<file path="src/rtl/rptr_empty_lvl_if.sv">
// Read-side bundle of the async FIFO pointer block: read controls in, pointer/status out.
// Revision: 1.0
`default_nettype none

interface rptr_empty_lvl_if #(
  parameter int ADDRSIZE = 4
);
  logic                rinc;
  logic                rflush;
  logic [ADDRSIZE:0]   rq2_wptr;
  logic [ADDRSIZE-1:0] raddr;
  logic [ADDRSIZE:0]   rptr;
  logic                rempty;
  logic                raempty;
  logic [ADDRSIZE:0]   rcount;
  logic                ruflow;

  modport master (
    output rinc, rflush, rq2_wptr,
    input  raddr, rptr, rempty, raempty, rcount, ruflow
  );

  modport slave (
    input  rinc, rflush, rq2_wptr,
    output raddr, rptr, rempty, raempty, rcount, ruflow
  );
endinterface

`default_nettype wire

</file>
<file path="src/rtl/rptr_empty_lvl.sv">
// ============================================================================
// rptr_empty_lvl : read-domain pointer, empty/almost-empty flags, fill level,
//                  flush and optional sticky underflow (RPTR_EMPTY_UFLOW_EN).
// Revision: 1.0
// ============================================================================
`default_nettype none

module rptr_empty_lvl #(
  parameter int ADDRSIZE  = 4,
  parameter int AE_THRESH = 2
) (
  input  wire logic           rclk,
  input  wire logic           rrst_n,
  rptr_empty_lvl_if.slave     bus
);
  localparam logic [ADDRSIZE:0] c_AE_THRESH = (ADDRSIZE + 1)'(AE_THRESH);

  logic [ADDRSIZE:0] r_rbin;
  logic [ADDRSIZE:0] r_rptr;
  logic [ADDRSIZE:0] r_rcount;
  logic              r_rempty;
  logic              r_raempty;

  logic [ADDRSIZE:0] w_rq2_wbin;
  logic [ADDRSIZE:0] w_rbinnext;
  logic [ADDRSIZE:0] w_rgraynext;
  logic [ADDRSIZE:0] w_lvlnext;
  logic              w_pop;

  // Gray-to-binary: bit i is the XOR of all Gray bits from i upward.
  always_comb begin
    w_rq2_wbin = '0;
    for (int i = 0; i <= ADDRSIZE; i++) begin
      w_rq2_wbin[i] = ^(bus.rq2_wptr >> i);
    end
  end

  assign w_pop       = bus.rinc & ~r_rempty & ~bus.rflush;
  assign w_rbinnext  = bus.rflush ? w_rq2_wbin
                                  : r_rbin + {{ADDRSIZE{1'b0}}, w_pop};
  assign w_rgraynext = (w_rbinnext >> 1) ^ w_rbinnext;
  assign w_lvlnext   = w_rq2_wbin - w_rbinnext;

  always_ff @(posedge rclk or negedge rrst_n) begin
    if (!rrst_n) begin
      r_rbin    <= '0;
      r_rptr    <= '0;
      r_rcount  <= '0;
      r_rempty  <= 1'b1;
      r_raempty <= 1'b1;
    end else begin
      r_rbin    <= w_rbinnext;
      r_rptr    <= w_rgraynext;
      r_rcount  <= w_lvlnext;
      r_rempty  <= (w_rgraynext == bus.rq2_wptr);
      r_raempty <= (w_lvlnext <= c_AE_THRESH);
    end
  end

`ifdef RPTR_EMPTY_UFLOW_EN
  logic r_ruflow;

  // Flush clears with priority over a same-cycle underflow attempt.
  always_ff @(posedge rclk or negedge rrst_n) begin
    if (!rrst_n) begin
      r_ruflow <= 1'b0;
    end else if (bus.rflush) begin
      r_ruflow <= 1'b0;
    end else if (bus.rinc && r_rempty) begin
      r_ruflow <= 1'b1;
    end
  end

  assign bus.ruflow = r_ruflow;
`else
  assign bus.ruflow = 1'b0;
`endif

  assign bus.raddr   = r_rbin[ADDRSIZE-1:0];
  assign bus.rptr    = r_rptr;
  assign bus.rempty  = r_rempty;
  assign bus.raempty = r_raempty;
  assign bus.rcount  = r_rcount;

endmodule

`default_nettype wire

</file>
<file path="src/flat_wrapper.sv">
// flat-port wrapper written by rule: the top's interface ports become plain ports
module rptr_empty_lvl_flat 
#(
  parameter int ADDRSIZE  = 4,
  parameter int AE_THRESH = 2
)
  (rclk, rrst_n, bus_rinc, bus_rflush, bus_rq2_wptr, bus_raddr, bus_rptr, bus_rempty, bus_raempty, bus_rcount, bus_ruflow);
  rptr_empty_lvl_if #(.ADDRSIZE(ADDRSIZE)) bus_i ();
  input  wire logic rclk;
  input  wire logic rrst_n;
  input wire logic [$bits(bus_i.rinc)-1:0] bus_rinc;
  input wire logic [$bits(bus_i.rflush)-1:0] bus_rflush;
  input wire logic [$bits(bus_i.rq2_wptr)-1:0] bus_rq2_wptr;
  output wire logic [$bits(bus_i.raddr)-1:0] bus_raddr;
  output wire logic [$bits(bus_i.rptr)-1:0] bus_rptr;
  output wire logic [$bits(bus_i.rempty)-1:0] bus_rempty;
  output wire logic [$bits(bus_i.raempty)-1:0] bus_raempty;
  output wire logic [$bits(bus_i.rcount)-1:0] bus_rcount;
  output wire logic [$bits(bus_i.ruflow)-1:0] bus_ruflow;
  assign bus_i.rinc = bus_rinc;
  assign bus_i.rflush = bus_rflush;
  assign bus_i.rq2_wptr = bus_rq2_wptr;
  assign bus_raddr = bus_i.raddr;
  assign bus_rptr = bus_i.rptr;
  assign bus_rempty = bus_i.rempty;
  assign bus_raempty = bus_i.raempty;
  assign bus_rcount = bus_i.rcount;
  assign bus_ruflow = bus_i.ruflow;
  rptr_empty_lvl #(.ADDRSIZE(ADDRSIZE), .AE_THRESH(AE_THRESH)) u_core (.rclk(rclk), .rrst_n(rrst_n), .bus(bus_i));
endmodule
</file>
<file path="config.mk">
export PLATFORM = sky130hd
export DESIGN_NAME = rptr_empty_lvl_flat
export DESIGN_NICKNAME = d
export VERILOG_FILES = /design/src/rtl/rptr_empty_lvl_if.sv /design/src/rtl/rptr_empty_lvl.sv /design/src/flat_wrapper.sv
export SDC_FILE = /design/constraint.sdc
export NUM_CORES = 1
export LEC_CHECK = 0
export CORE_MARGIN = 2
export CORE_UTILIZATION = 41
export CTS_CLUSTER_DIAMETER = 30
export CTS_CLUSTER_SIZE = 28
export DETAILED_ROUTE_END_ITERATION = 10
export MAX_ROUTING_LAYER = met4
export PLACE_DENSITY = 0.67
export SLEW_MARGIN = 20
export SYNTH_ARGS = -nofsm -noshare
export SYNTH_HDL_FRONTEND = slang
export SYNTH_SLANG_ARGS = --single-unit
</file>
<file path="constraint.sdc">
create_clock -name rclk -period 3.6 [get_ports rclk]
set_input_delay 0.72 -clock rclk [delete_from_list [all_inputs] [get_ports rclk]]
set_output_delay 0.72 -clock rclk [all_outputs]
set_load 0.01 [all_outputs]
</file>
Word level (Yosys, flattened, before mapping)
Cells that the tools add are included.
{"block": "classes", "add_sub_neg": 2, "multipliers": 0, "n_div": 0, "n_lt_le_gt_ge": 1, "eq_ne": 1, "n_shift": 0, "muxes": 1, "bitwise_logic": 5, "reduce_logical": 5}
{"cell": "XOR reduction 5 bit", "n": 5}
{"cell": "adder 5 x 1 -> 5 bit", "n": 1}
{"cell": "equality test 5 bit", "n": 1}
{"cell": "less-or-equal comparator 5 x 2 -> 1 bit, second input constant", "n": 1}
{"cell": "two-way mux 5 bit", "n": 1}
{"cell": "subtractor 5 bit", "n": 1}
{"cell": "bitwise XOR 4 x 5 -> 5 bit", "n": 1}
{"cell": "bitwise AND 1 bit", "n": 2}
{"cell": "NOT 1 bit", "n": 2}
{"block": "totals", "ff_bits": 17, "latchBits": 0, "ram_bits": 0, "mem_bits_ro": 0, "inputBits": 9, "output_inout_bits": 17, "elab_cells": 20, "n_memories": 0}

Longest topological paths before layout
Gate-level depths: netlist (run 1).
{"block": "logic_depth", "depth_word": 7, "depth_mapped": 14, "mapped_depth_nobuf": 13}

Worst setup path before layout (run 1)
OpenSTA, ideal clock, no wires.
{"block": "synth_path", "path_type": "input to register", "from": "input port bus_rq2_wptr[4]", "to": "register u_core.r_raempty, in the netlist u_core.bus.raempty", "setup_time_ns": 0.105, "t_arrival_ns": 3.239, "t_required_ns": 3.495, "path_slack_ns": 0.256, "cell_stages": 12, "n_path_buf": 1, "path_cell_list": "clkbuf_1 > xor3_2 > xnor2_2 > xor2_1 > o21ai_0 > ha_1 > fa_1 > nand2b_1 > a21oi_1 > a311oi_2 > xnor2_1 > a2111oi_2"}
{"block": "synth_between", "elab_chain_cells": 4, "word_cells_on_any_way": 8, "classes_between": "add/sub: 1; order compare: 1; mux: 1; reduce/logical: 5"}
{"element": "start, declared", "line_no": "flat_wrapper.sv:13", "source": "input wire logic [$bits(bus_i.rq2_wptr)-1:0] bus_rq2_wptr;"}
{"element": "XOR reduction 5 bit", "line_no": "rptr_empty_lvl.sv:34", "source": "w_rq2_wbin[i] = ^(bus.rq2_wptr >> i);"}
{"element": "two-way mux 5 bit", "line_no": "rptr_empty_lvl.sv:39", "source": "assign w_rbinnext = bus.rflush ? w_rq2_wbin"}
{"element": "net u_core.w_rbinnext[0]", "line_no": "rptr_empty_lvl.sv:25", "source": "logic [ADDRSIZE:0] w_rbinnext;"}
{"element": "subtractor 5 bit", "line_no": "rptr_empty_lvl.sv:42", "source": "assign w_lvlnext = w_rq2_wbin - w_rbinnext;"}
{"element": "net u_core.w_lvlnext[4]", "line_no": "rptr_empty_lvl.sv:27", "source": "logic [ADDRSIZE:0] w_lvlnext;"}
{"element": "less-or-equal comparator 5 x 2 -> 1 bit", "line_no": "rptr_empty_lvl.sv:56", "source": "r_raempty <= (w_lvlnext <= c_AE_THRESH);"}
{"element": "end signal, assigned", "line_no": "rptr_empty_lvl.sv:56"}
{"element": "end, declared", "line_no": "rptr_empty_lvl.sv:22", "source": "logic r_raempty;"}
The timed path passes the listed nets, and every way through them passes these cells.

Final worst setup path (run 1)
Ends and elaborated chain as after synthesis.

==> results.md, run 1 <==
- Run status: finished clean
- Path category of the worst min-delay check: flop to flop
- Max rail drop VDD: 0.298 mV
- Register bit count reported by yosys: 16
- Yosys synthesis warning count: 0
- # hold bufs at CTS: 0
- TritonCTS clock tree: built
- Clock transition at the registers of the reported paths: 0.09 ns
- Sinks on the clock net: 16
- Detailed-route wire length: 2.08 mm
- Share of flip-flops with an asynchronous set or reset after synthesis: 1.00
- Inst Count DP: 155
- Slowest library cell on the worst path: sky130_fd_sc_hd__clkdlybuf4s50_1
- Post-synth cell types: 31
- Root buffer selected by CTS: sky130_fd_sc_hd__clkbuf_4
- Stage delay of the slowest cell on the critical path: 0.50 ns
- Total routing usage reported by global routing: 0.177
- Part of the Yosys area used for sequential elements: 0.408
- Worst hold margin: 0.801 ns
- Number of antenna violations at the first check in global routing: 0
- Chip Height: 53.1 um
- Proportion of layout cells with a drive suffix above 1: 0.212
- Residual antenna-violating net count after detailed routing: 0
- RSZ-0062 raised after global routing: false
- Most common library cell in the layout ignoring fill and taps: sky130_fd_sc_hd__clkdlybuf4s50_1
- Placement row count: 17
- Post-detailed-placement half-perimeter wirelength: 1.67 mm
- Width of the die: 53.1 um
- Crit path max-delay family: XOR/XNOR gates
- Sort of element at the end of the critical path: flop
- Worst-path maximum fanout: 3
- Post-route fraction of the period consumed by the critical path: 0.946
- Grt total ovfl: 0
- Ordered cell list for the critical path: clkdlybuf4s50_1 > xor3_2 > xnor2_2 > xor2_1 > o21ai_1 > ha_1 > fa_2 > nand2b_1 > a21oi_1 > a311oi_2 > xnor2_1 > a2111oi_2
- Maximum number of pins on one net before global-route repair: 17
- TritonCTS buffer count: 3
- Synth Net Count: 110
- Worst max-slew margin expressed relative to the limit: 0.526
- Worst slack at placement: -0.196 ns
- Port-buffer cells: 24
- Arrival time at the worst endpoint: 3.58 ns
- DRT Pass-1 Iters: 4
- Number of violations of the max-capacitance limit: 0
- CP startpoint kind: primary input
- Leading cell types in the layout, fill and taps excluded: sky130_fd_sc_hd__clkdlybuf4s50_1, sky130_fd_sc_hd__dfrtp_1, sky130_fd_sc_hd__buf_4
- FMAX: 294 MHz
- P&R area growth vs syn: 40.2%
- Starting density of the core: 0.438
- Fin nets: 148
- Core Region: 0.00225 mm2
- CTS HTree Levels: 1
- Worst slew pin tran: 0.709 ns
- Min setup slack post-route: 0.193 ns
- Die outline area: 0.00282 mm2
- Pleak: 0.628 nW
- Gate Count Post-Synth: 95
- Placer Congestion: 0.835
- Count of vias placed by the detailed router: 767
- Setup TNS: 0 ns
- Post-route DRC violation count: 0
- Count of antenna diodes in the layout: 0
- Via density per instance: 4.79
- Routed WL per cell: 13.0 um
- Post-synth EDFFs: 0
- Per-instance average area after synthesis: 10.4 um2
- Bufs on Longest Clock Path: 2
- Setup Crit Path Kind: primary input to flop
- Buffers and inverters on the worst path: 1
- Prevailing post-synth register cell: sky130_fd_sc_hd__dfrtp_1
- Count of endpoints failing hold in the final timing report: 0
- Utilization after layout: 0.614
- Post-Route Skew: 0.00800 ns
- First-pass GRT wire length: 3.36 mm
- Power per Cell Area: 573 mW/mm2
- Count of boundary I/O pins: 26
- Number of pins with negative max-slew slack in the final report: 0
- Setup violations, final: 0
- Clock latency on the worst-skew pair: 0.28 ns
- Drt initial violations: 5
- Summed instance area of the synthesized netlist: 987 um2
- Via count of the first global-routing pass: 761
- Critical Path RT: 3.78 ns
- Number of fillers in the final layout: 201
- Final cell count without fillers: 160
- Final min period: 3.41 ns
cell usage after synthesis, types with 2 or more instances:
library cell | count | area (um2)
sky130_fd_sc_hd__nand2_1 | 6 | 22.5
sky130_fd_sc_hd__xor2_1 | 5 | 43.8
sky130_fd_sc_hd__nor2_1 | 5 | 18.8
sky130_fd_sc_hd__inv_1 | 9 | 33.8
sky130_fd_sc_hd__dfstp_2 | 2 | 52.6
sky130_fd_sc_hd__a21oi_1 | 4 | 20.0
sky130_fd_sc_hd__nand2b_1 | 3 | 18.8
sky130_fd_sc_hd__xnor2_1 | 10 | 87.6
sky130_fd_sc_hd__nand3_1 | 3 | 15.0
sky130_fd_sc_hd__o21ai_0 | 5 | 25.0
sky130_fd_sc_hd__mux2i_1 | 4 | 40.0
sky130_fd_sc_hd__dfrtp_1 | 14 | 350
sky130_fd_sc_hd__clkbuf_1 | 3 | 11.3
sky130_fd_sc_hd__ha_1 | 5 | 62.6
sequential cells by signal, summed over array words and instances (netlist names):
register and cells:
u_core.bus.raempty 1, u_core.bus.rcount 5, u_core.r_rbin 5, u_core.bus.rptr 4
u_core.bus.rempty 1
final cells by class:
| class | count | area [um2] | area share |
|---|---|---|---|
| Sequential cell | 16 | 403 | 0.291 |
| Multi-Input combinational cell | 66 | 538 | 0.389 |
| Clock buffer | 4 | 36.3 | 0.0262 |
| Tap cell | 28 | 35.0 | 0.0253 |
| Inverter | 9 | 33.8 | 0.0244 |
| Timing Repair Buffer | 37 | 338 | 0.244 |
tightest hold or removal path: stages, from the launching register on:
cell                      delay, ns
sky130_fd_sc_hd__dfrtp_1       0.37
sky130_fd_sc_hd__xnor2_1       0.20
sky130_fd_sc_hd__mux2_2        0.20
layer usage:
layer  up-vias  share of wire  track usage
met1       363           0.45        0.222
met4         0          0.013       0.0897
met2        20           0.50        0.290
li1        382              -            -
met3         2          0.038      0.00847
met5         -              0            -
worst paths after layout:
kind / endpoint / depth (start not counted) / startpoint / slack, ns
max in group asynchronous: u_core.bus.rcount[2] / 1 / rrst_n / 2.29
setup reg to reg: u_core.bus.raempty / 12 / u_core.bus.rempty / 0.94
hold / removal: u_core.r_rbin[4] / 2 / u_core.r_rbin[4] / 0.80
setup / recovery: u_core.bus.raempty / 12 / bus_rq2_wptr[4] / 0.19
min in group asynchronous: u_core.r_rbin[1] / 1 / rrst_n / 0.85
hold reg to reg: u_core.r_rbin[4] / 2 / u_core.r_rbin[4] / 0.80
report_power, final:
| group | switching (mW) | total (mW) | internal, mW |
|---|---|---|---|
| Combinational | 0.187 | 0.415 | 0.228 |
| Clock | 0.0562 | 0.118 | 0.0614 |
| Sequential | 0.0220 | 0.261 | 0.239 |
| Total | 0.265 | 0.793 | 0.528 |
timing repair:
action	CTS	global route
endpoints found under the setup margin	0	1
buffers inserted	0	1
gates resized for setup	0	3
cell families (layout without fill, tap and decap cells):
| family | after synthesis | count (layout) | share of synthesized area |
|---|---|---|---|
| adders and majority gates | 6 | 6 | 0.0837 |
| DFF | 16 | 16 | 0.408 |
| and+or+nand+nor | 22 | 22 | 0.110 |
| other | 1 | 1 | 0.00380 |
| AOI/OAI and AO/OA | 14 | 14 | 0.0976 |
| xor gates and xnor gates | 18 | 18 | 0.191 |
| buffers and inverters | 13 | 50 | 0.0532 |
| muxes | 5 | 5 | 0.0520 |
per-stage QoR:
step,power (mW),instance area (um2)
6_report,0.793,1380
5_1_grt,0.857,1380
4_1_cts,0.797,1370
3_5_place_dp,0.678,1330
3_3_place_gp,0.668,1330
2_1_floorplan,0.478,987
Power figures use the tool's default switching activity.
==> inputs of run 2 (changes only) <==
--- a/config.mk
+++ b/config.mk
@@ -5,6 +5,7 @@
 export SDC_FILE = /design/constraint.sdc
 export NUM_CORES = 1
 export LEC_CHECK = 0
+export CAP_MARGIN = 25
 export CORE_MARGIN = 2
 export CORE_UTILIZATION = 41
 export CTS_CLUSTER_DIAMETER = 30
==> constraint.sdc (replaced) <==
create_clock -name rclk -period 4.1 [get_ports rclk]
set_input_delay 0.82 -clock rclk [delete_from_list [all_inputs] [get_ports rclk]]
set_output_delay 0.82 -clock rclk [all_outputs]
set_load 0.01 [all_outputs]
==> run 2 against run 1 <==
Against the previous run: critical path depth is the same; global-route usage is 0.41 points higher; non-clock buffer count shrank 7; utilization is 2.6 points lower; via count decreased by 0.52%; critical path type unchanged; highest routed layer unchanged.
==> results.md, run 2 (synthesis gave the netlist of run 1 again) <==
- Number of instances resized during post-cts repair: 0 (unchanged)
- TritonCTS buffer count: 3 (unchanged)
- # hold bufs at CTS: 0 (unchanged)
- DRT Pass-1 Iters: 4 (unchanged)
- Sort of element at the end of the critical path: flop (unchanged)
- Run status: finished clean (unchanged)
- CTS HTree Levels: 1 (unchanged)
- Width of the die: 53.1 um (unchanged)
- Setup violations, final: 0 (unchanged)
- Utilization after layout: 0.588 (was 0.614)
- P&R area growth vs syn: 34.2% (was 40.2%)
- Critical Path RT: 4.28 ns (was 3.78 ns)
- Via count of the first global-routing pass: 774 (was 761)
- Leading cell types in the layout, fill and taps excluded: sky130_fd_sc_hd__clkdlybuf4s50_1, sky130_fd_sc_hd__dfrtp_1, sky130_fd_sc_hd__xnor2_1 (was sky130_fd_sc_hd__clkdlybuf4s50_1, sky130_fd_sc_hd__dfrtp_1, sky130_fd_sc_hd__buf_4)
- Worst Reg2Reg Path Length in Cells: 12 (unchanged)
- TritonCTS clock tree: built (unchanged)
- Count of boundary I/O pins: 26 (unchanged)
- First-pass GRT wire length: 3.48 mm (was 3.36 mm)
- Part of the total power dissipated in sequential elements: 0.336 (was 0.329)
- Root buffer selected by CTS: sky130_fd_sc_hd__clkbuf_4 (unchanged)
- Clock transition at the registers of the reported paths: 0.09 ns (about the same)
- Setup Crit Path Kind: primary input to flop (unchanged)
- Die outline area: 0.00282 mm2 (unchanged)
- Most utilized layer in the global route result: met2 (unchanged)
- Number of antenna violations at the first check in global routing: 0 (unchanged)
- Post-CTS setup buffer count: 0 (unchanged)
- Worst reg2reg path startpoint: u_core.bus.rempty (unchanged)
- GR Layer Usage met2: 0.277 (was 0.290)
- Launching instance or port of the critical path: bus_rq2_wptr[4] (unchanged)
- FMAX: 262 MHz
- Worst slew pin tran: 0.710 ns (was 0.709 ns)
- Routed WL per cell: 13.4 um (was 13.0 um)
- Bufs on Longest Clock Path: 2 (unchanged)
- Maximum number of pins on one net before global-route repair: 17 (unchanged)
- Pleak: 0.595 nW (was 0.628 nW)
- GR met1 Demand/Resource: 0.232 (was 0.222)
- Count of vias placed by the detailed router: 763 (was 767)
- Grt total ovfl: 0 (unchanged)
- Sinks on the clock net: 16 (unchanged)
- Fin nets: 141 (was 148)
- Portion of total power attributed to the clock network: 0.153 (was 0.148)
- Number of violations of the max-capacitance limit: 0 (unchanged)
- RSZ-0062 raised after global routing: false (unchanged)
- Timing endpoint of the critical path: u_core.bus.raempty (unchanged)
- Most common library cell in the layout ignoring fill and taps: sky130_fd_sc_hd__clkdlybuf4s50_1 (unchanged)
- Fraction of power consumed by combinational cells: 0.511 (was 0.523)
- Worst Min Path Start: u_core.r_rbin[0] (was u_core.r_rbin[4])
- Post-detailed-placement half-perimeter wirelength: 1.65 mm (was 1.67 mm)
- Reg-to-Reg End: u_core.bus.raempty (unchanged)
- Worst max-slew margin expressed relative to the limit: 0.525 (was 0.526)
- Net Sw Power: 0.229 mW (was 0.265 mW)
- Post-Route Skew: 0.00544 ns (was 0.00800 ns)
- Met3 demand-to-capacity share in global routing: 0.00847 (unchanged)
- Power per Cell Area: 509 mW/mm2 (was 573 mW/mm2)
- Residual antenna-violating net count after detailed routing: 0 (unchanged)
- Final min period: 3.82 ns
- Chip Height: 53.1 um (unchanged)
- Worst-path maximum fanout: 5 (was 3)
- Path category of the worst min-delay check: flop to flop (unchanged)
- Arrival time at the worst endpoint: 4.01 ns (was 3.58 ns)
- Core Region: 0.00225 mm2 (unchanged)
- Detailed-route wire length: 2.04 mm (was 2.08 mm)
- Setup TNS: 0 ns (unchanged)
- Post-route fraction of the period consumed by the critical path: 0.932
- Count of endpoints failing hold in the final timing report: 0 (unchanged)
- Placer Congestion: 0.875 (was 0.835)
- Port-buffer cells: 24 (unchanged)
- Proportion of layout cells with a drive suffix above 1: 0.152 (was 0.212)
- Power after layout: 0.675 mW (was 0.793 mW)
- Clock latency on the worst-skew pair: 0.29 ns (was 0.28 ns)
- Cell-internal power: 0.446 mW (was 0.528 mW)
- Post-route DRC violation count: 0 (unchanged)
- Starting density of the core: 0.438 (unchanged)
- Drt initial violations: 12 (was 5)
- Via density per instance: 4.99 (was 4.79)
- Total routing usage reported by global routing: 0.181 (was 0.177)
- Max rail drop VDD: 0.257 mV (was 0.298 mV)
- CP startpoint kind: primary input (unchanged)
- Number of pins with negative max-slew slack in the final report: 0 (unchanged)
- Switching portion of total power: 0.340 (was 0.334)
- Count of antenna diodes in the layout: 0 (unchanged)
- Register-to-register setup slack: 1.11 ns (was 0.94 ns)
- Placement row count: 17 (unchanged)
[run 2: routing by layer]
metal	share of wire	up-vias
met1	0.43	353
li1	-	374
met4	0.034	0
met2	0.48	30
met5	0	-
met3	0.047	6
[run 2: stage by stage]
stage	cells	hold WS, ns	setup slack (ns)	area [um2]
6_report	153	0.789	0.277	1330
5_1_grt	153	0.880	0.0520	1330
4_1_cts	153	0.798	0.233	1330
3_5_place_dp	149	0.776	-0.0640	1290
3_3_place_gp	149	0.754	0.158	1290
2_1_floorplan	95	0.524	0.656	987
[run 2: layout make-up]
class / count / area, um2
Multi-Input combinational cell: 66 / 532
Fill cell: 211 / 930
Tap cell: 28 / 35.0
Inverter: 9 / 33.8
Sequential cell: 16 / 403
Clock buffer: 4 / 36.3
Timing Repair Buffer: 30 / 285
[run 2: worst min path at each step]
stage                           end  slack [ns]  depth (start not counted)
2_1_floorplan  u_core.bus.rcount[0]        0.52                          0
3_3_place_gp       u_core.r_rbin[0]        0.75                          3
3_5_place_dp       u_core.r_rbin[0]        0.78                          3
4_1_cts          u_core.bus.rptr[0]        0.80                          3
5_1_grt            u_core.r_rbin[0]        0.88                          3
6_report         u_core.bus.rptr[0]        0.79                          3
[run 2: worst max-delay path, stage by stage]
cell	delay (ns)
sky130_fd_sc_hd__clkdlybuf4s50_1	0.49
sky130_fd_sc_hd__xor3_2	0.53
sky130_fd_sc_hd__xnor2_2	0.18
sky130_fd_sc_hd__xor2_1	0.22
sky130_fd_sc_hd__o21ai_0	0.15
sky130_fd_sc_hd__ha_1	0.25
sky130_fd_sc_hd__fa_1	0.42
sky130_fd_sc_hd__nand2b_1	0.16
sky130_fd_sc_hd__a21oi_1	0.19
sky130_fd_sc_hd__a311oi_2	0.09
sky130_fd_sc_hd__xnor2_1	0.18
sky130_fd_sc_hd__a2111oi_2	0.31
[run 2: power groups by stage]
stage	Clock, mW	Combinational, mW	Sequential [mW]
final	0.103	0.345	0.227
after global placement	0	0.340	0.230
after floorplan	0	0.162	0.257
after CTS	0.106	0.347	0.228
after detailed placement	0	0.346	0.232
after global routing	0.114	0.377	0.233
==> inputs of run 3 (changes only) <==
--- a/config.mk
+++ b/config.mk
@@ -13,6 +13,7 @@
 export DETAILED_ROUTE_END_ITERATION = 10
 export MAX_ROUTING_LAYER = met4
 export PLACE_DENSITY = 0.67
+export REMOVE_ABC_BUFFERS = 1
 export SLEW_MARGIN = 20
 export SYNTH_ARGS = -nofsm -noshare
 export SYNTH_HDL_FRONTEND = slang
==> run 3 against run 2 <==
Against the previous run: clock skew shrank 0.0014 ns; worst setup slack improved by 0.070 ns; wire length is 13% lower; global-route usage decreased by 2.6 points; sequential cell count did not move; critical path depth unchanged; clock power is 27% lower; sequential power about the same; via count decreased by 6.3%; critical endpoint unchanged; largest power group unchanged.
==> results.md, run 3 (synthesis gave the netlist of run 1 again) <==
- TritonCTS buffer count: 3 (unchanged)
- Power per Cell Area: 488 mW/mm2 (was 509 mW/mm2)
- Number of violations of the max-capacitance limit: 0 (unchanged)
- # hold bufs at CTS: 0 (unchanged)
- Post-detailed-placement half-perimeter wirelength: 1.47 mm (was 1.65 mm)
- Post-route fraction of the period consumed by the critical path: 0.915 (was 0.932)
- Starting density of the core: 0.438 (unchanged)
- TritonCTS clock tree: built (unchanged)
- Ordered cell list for the critical path: clkdlybuf4s50_1 > xor3_2 > xnor2_2 > xor2_1 > o21ai_0 > ha_1 > fa_1 > nand2b_1 > a21oi_1 > a311oi_2 > xnor2_1 > a2111oi_2 (unchanged)
- Most common library cell in the layout ignoring fill and taps: sky130_fd_sc_hd__clkdlybuf4s50_1 (unchanged)
- Root buffer selected by CTS: sky130_fd_sc_hd__clkbuf_4 (unchanged)
- Die outline area: 0.00282 mm2 (unchanged)
- CP startpoint kind: primary input (unchanged)
- Setup TNS: 0 ns (unchanged)
- Routed WL per cell: 11.7 um (was 13.4 um)
- DRT Pass-1 Iters: 4 (unchanged)
- Setup violations, final: 0 (unchanged)
- Total placed instance area: 0.00128 mm2 (was 0.00129 mm2)
- Critical Path RT: 4.27 ns (was 4.28 ns)
- Post-route DRC violation count: 0 (unchanged)
- Worst slack at placement: 0.0659 ns (was -0.0640 ns)
- Chip Height: 53.1 um (unchanged)
- Pleak: 0.583 nW (was 0.595 nW)
- Switching portion of total power: 0.336 (was 0.340)
- Final min period: 3.75 ns (was 3.82 ns)
- Post-Route Skew: 0.00401 ns (was 0.00544 ns)
- Fin nets: 140 (was 141)
- Grt total ovfl: 0 (unchanged)
- Utilization after layout: 0.578 (was 0.588)
- Final cell count without fillers: 151 (was 153)
- Clock latency on the worst-skew pair: 0.27 ns (was 0.29 ns)
- Max rail drop VDD: 0.242 mV (was 0.257 mV)
- Stage delay of the slowest cell on the critical path: 0.55 ns (was 0.53 ns)
- FMAX: 266 MHz (was 262 MHz)
- Non-Filler Cell Area, Final: 0.00130 mm2 (was 0.00133 mm2)
- Count of vias placed by the detailed router: 715 (was 763)
- Sort of element at the end of the critical path: flop (unchanged)
- Net Sw Power: 0.214 mW (was 0.229 mW)
- Sinks on the clock net: 16 (unchanged)
- P&R area growth vs syn: 32.1% (was 34.2%)
- Proportion of layout cells with a drive suffix above 1: 0.138 (was 0.152)
- Count of antenna diodes in the layout: 0 (unchanged)
- Min setup slack post-route: 0.347 ns (was 0.277 ns)
- Drt initial violations: 6 (was 12)
- CTS HTree Levels: 1 (unchanged)
- Count of endpoints failing hold in the final timing report: 0 (unchanged)
- Bufs on Longest Clock Path: 2 (unchanged)
- Width of the die: 53.1 um (unchanged)
- Worst-path maximum fanout: 5 (unchanged)
- Residual antenna-violating net count after detailed routing: 0 (unchanged)
- Setup Crit Path Kind: primary input to flop (unchanged)
- Core Region: 0.00225 mm2 (unchanged)
- Inst Count DP: 148 (was 149)
- Placer Congestion: 0.775 (was 0.875)
- RSZ-0062 raised after global routing: false (unchanged)
- Worst max-slew margin expressed relative to the limit: 0.562 (was 0.525)
- Slowest library cell on the worst path: sky130_fd_sc_hd__clkdlybuf4s50_1 (was sky130_fd_sc_hd__xor3_2)
- Number of antenna violations at the first check in global routing: 0 (unchanged)
- Path category of the worst min-delay check: flop to flop (unchanged)
- Detailed-route wire length: 1.77 mm (was 2.04 mm)
- Clock transition at the registers of the reported paths: 0.08 ns (was 0.09 ns)
- Maximum number of pins on one net before global-route repair: 17 (unchanged)
- Number of pins with negative max-slew slack in the final report: 0 (unchanged)
- Cell-internal power: 0.422 mW (was 0.446 mW)
- Part of the total power dissipated in sequential elements: 0.357 (was 0.336)
- Number of instances resized during post-cts repair: 0 (unchanged)
- First-pass GRT wire length: 3.04 mm (was 3.48 mm)
- Via density per instance: 4.74 (was 4.99)
- Fraction of power consumed by combinational cells: 0.525 (was 0.511)
- Leading cell types in the layout, fill and taps excluded: sky130_fd_sc_hd__clkdlybuf4s50_1, sky130_fd_sc_hd__dfrtp_1, sky130_fd_sc_hd__xnor2_1 (unchanged)
- Port-buffer cells: 24 (unchanged)
- Placement row count: 17 (unchanged)
- Via count of the first global-routing pass: 655 (was 774)
- Arrival time at the worst endpoint: 3.92 ns (was 4.01 ns)
- Post-CTS setup buffer count: 0 (unchanged)
- Worst slew pin tran: 0.655 ns (was 0.710 ns)
- Count of boundary I/O pins: 26 (unchanged)
- Portion of total power attributed to the clock network: 0.118 (was 0.153)
- Total routing usage reported by global routing: 0.155 (was 0.181)
- Run status: finished clean (unchanged)
[run 3: cell types whose count changed in the layout (fill, tap and decap cells not counted)]
cell / delta
sky130_fd_sc_hd__clkbuf_8: -1
sky130_fd_sc_hd__buf_4: -1
[run 3: worst max-delay path: cells and delay by family]
| family | cells | cell delay, ns |
|---|---|---|
| xor gates and xnor gates | 4 | 1.11 |
| adders and majority gates | 2 | 0.65 |
| AOI/OAI and AO/OA | 4 | 0.64 |
| buffers and inverters | 1 | 0.55 |
| and+or+nand+nor | 1 | 0.17 |
[run 3: per-layer routing]
metal	vias to the layer above	GRT usage	share of wire	wire length (um)
met5	-	-	0	0
met4	0	0.0897	0.015	27
met3	2	0.00847	0.044	78
met2	19	0.227	0.47	832
met1	327	0.212	0.47	832
li1	367	-	-	-
[run 3: area by class of cell]
| cell class | instances | area, um2 |
|---|---|---|
| inverters | 9 | 33.8 |
| multi-input cells | 66 | 532 |
| flip-flops and latches | 16 | 403 |
| well taps | 28 | 35.0 |
| repair buffers | 29 | 278 |
| fillers | 209 | 951 |
| clock buffers | 3 | 22.5 |
[run 3: path summary, 6_finish.rpt]
kind	startpoint	cells after the start	slack [ns]	to
setup reg to reg	u_core.bus.rempty	12	1.24	u_core.bus.raempty
min in group asynchronous	rrst_n	1	0.95	u_core.bus.rcount[0]
hold / removal	u_core.r_rbin[0]	3	0.78	u_core.r_rbin[0]
max in group asynchronous	rrst_n	1	2.73	u_core.r_rbin[3]
hold reg to reg	u_core.r_rbin[0]	3	0.78	u_core.r_rbin[0]
setup / recovery	bus_rq2_wptr[3]	12	0.35	u_core.bus.raempty
[run 3: power by group through the flow]
stage                     sequential (mW)  combinational [mW]  clock (mW)
final                               0.227               0.334      0.0753
after global routing                0.231               0.369      0.0866
after CTS                           0.227               0.338      0.0786
after detailed placement            0.230               0.336           0
after global placement              0.230               0.335           0
after floorplan                     0.257               0.159           0
[run 3: metrics by stage]
step	power [mW]	hold WS, ns
detailed placement	0.566	0.760
global route	0.686	0.847
global placement	0.564	0.767
finish	0.636	0.784
CTS	0.643	0.780
floorplan	0.417	0.524
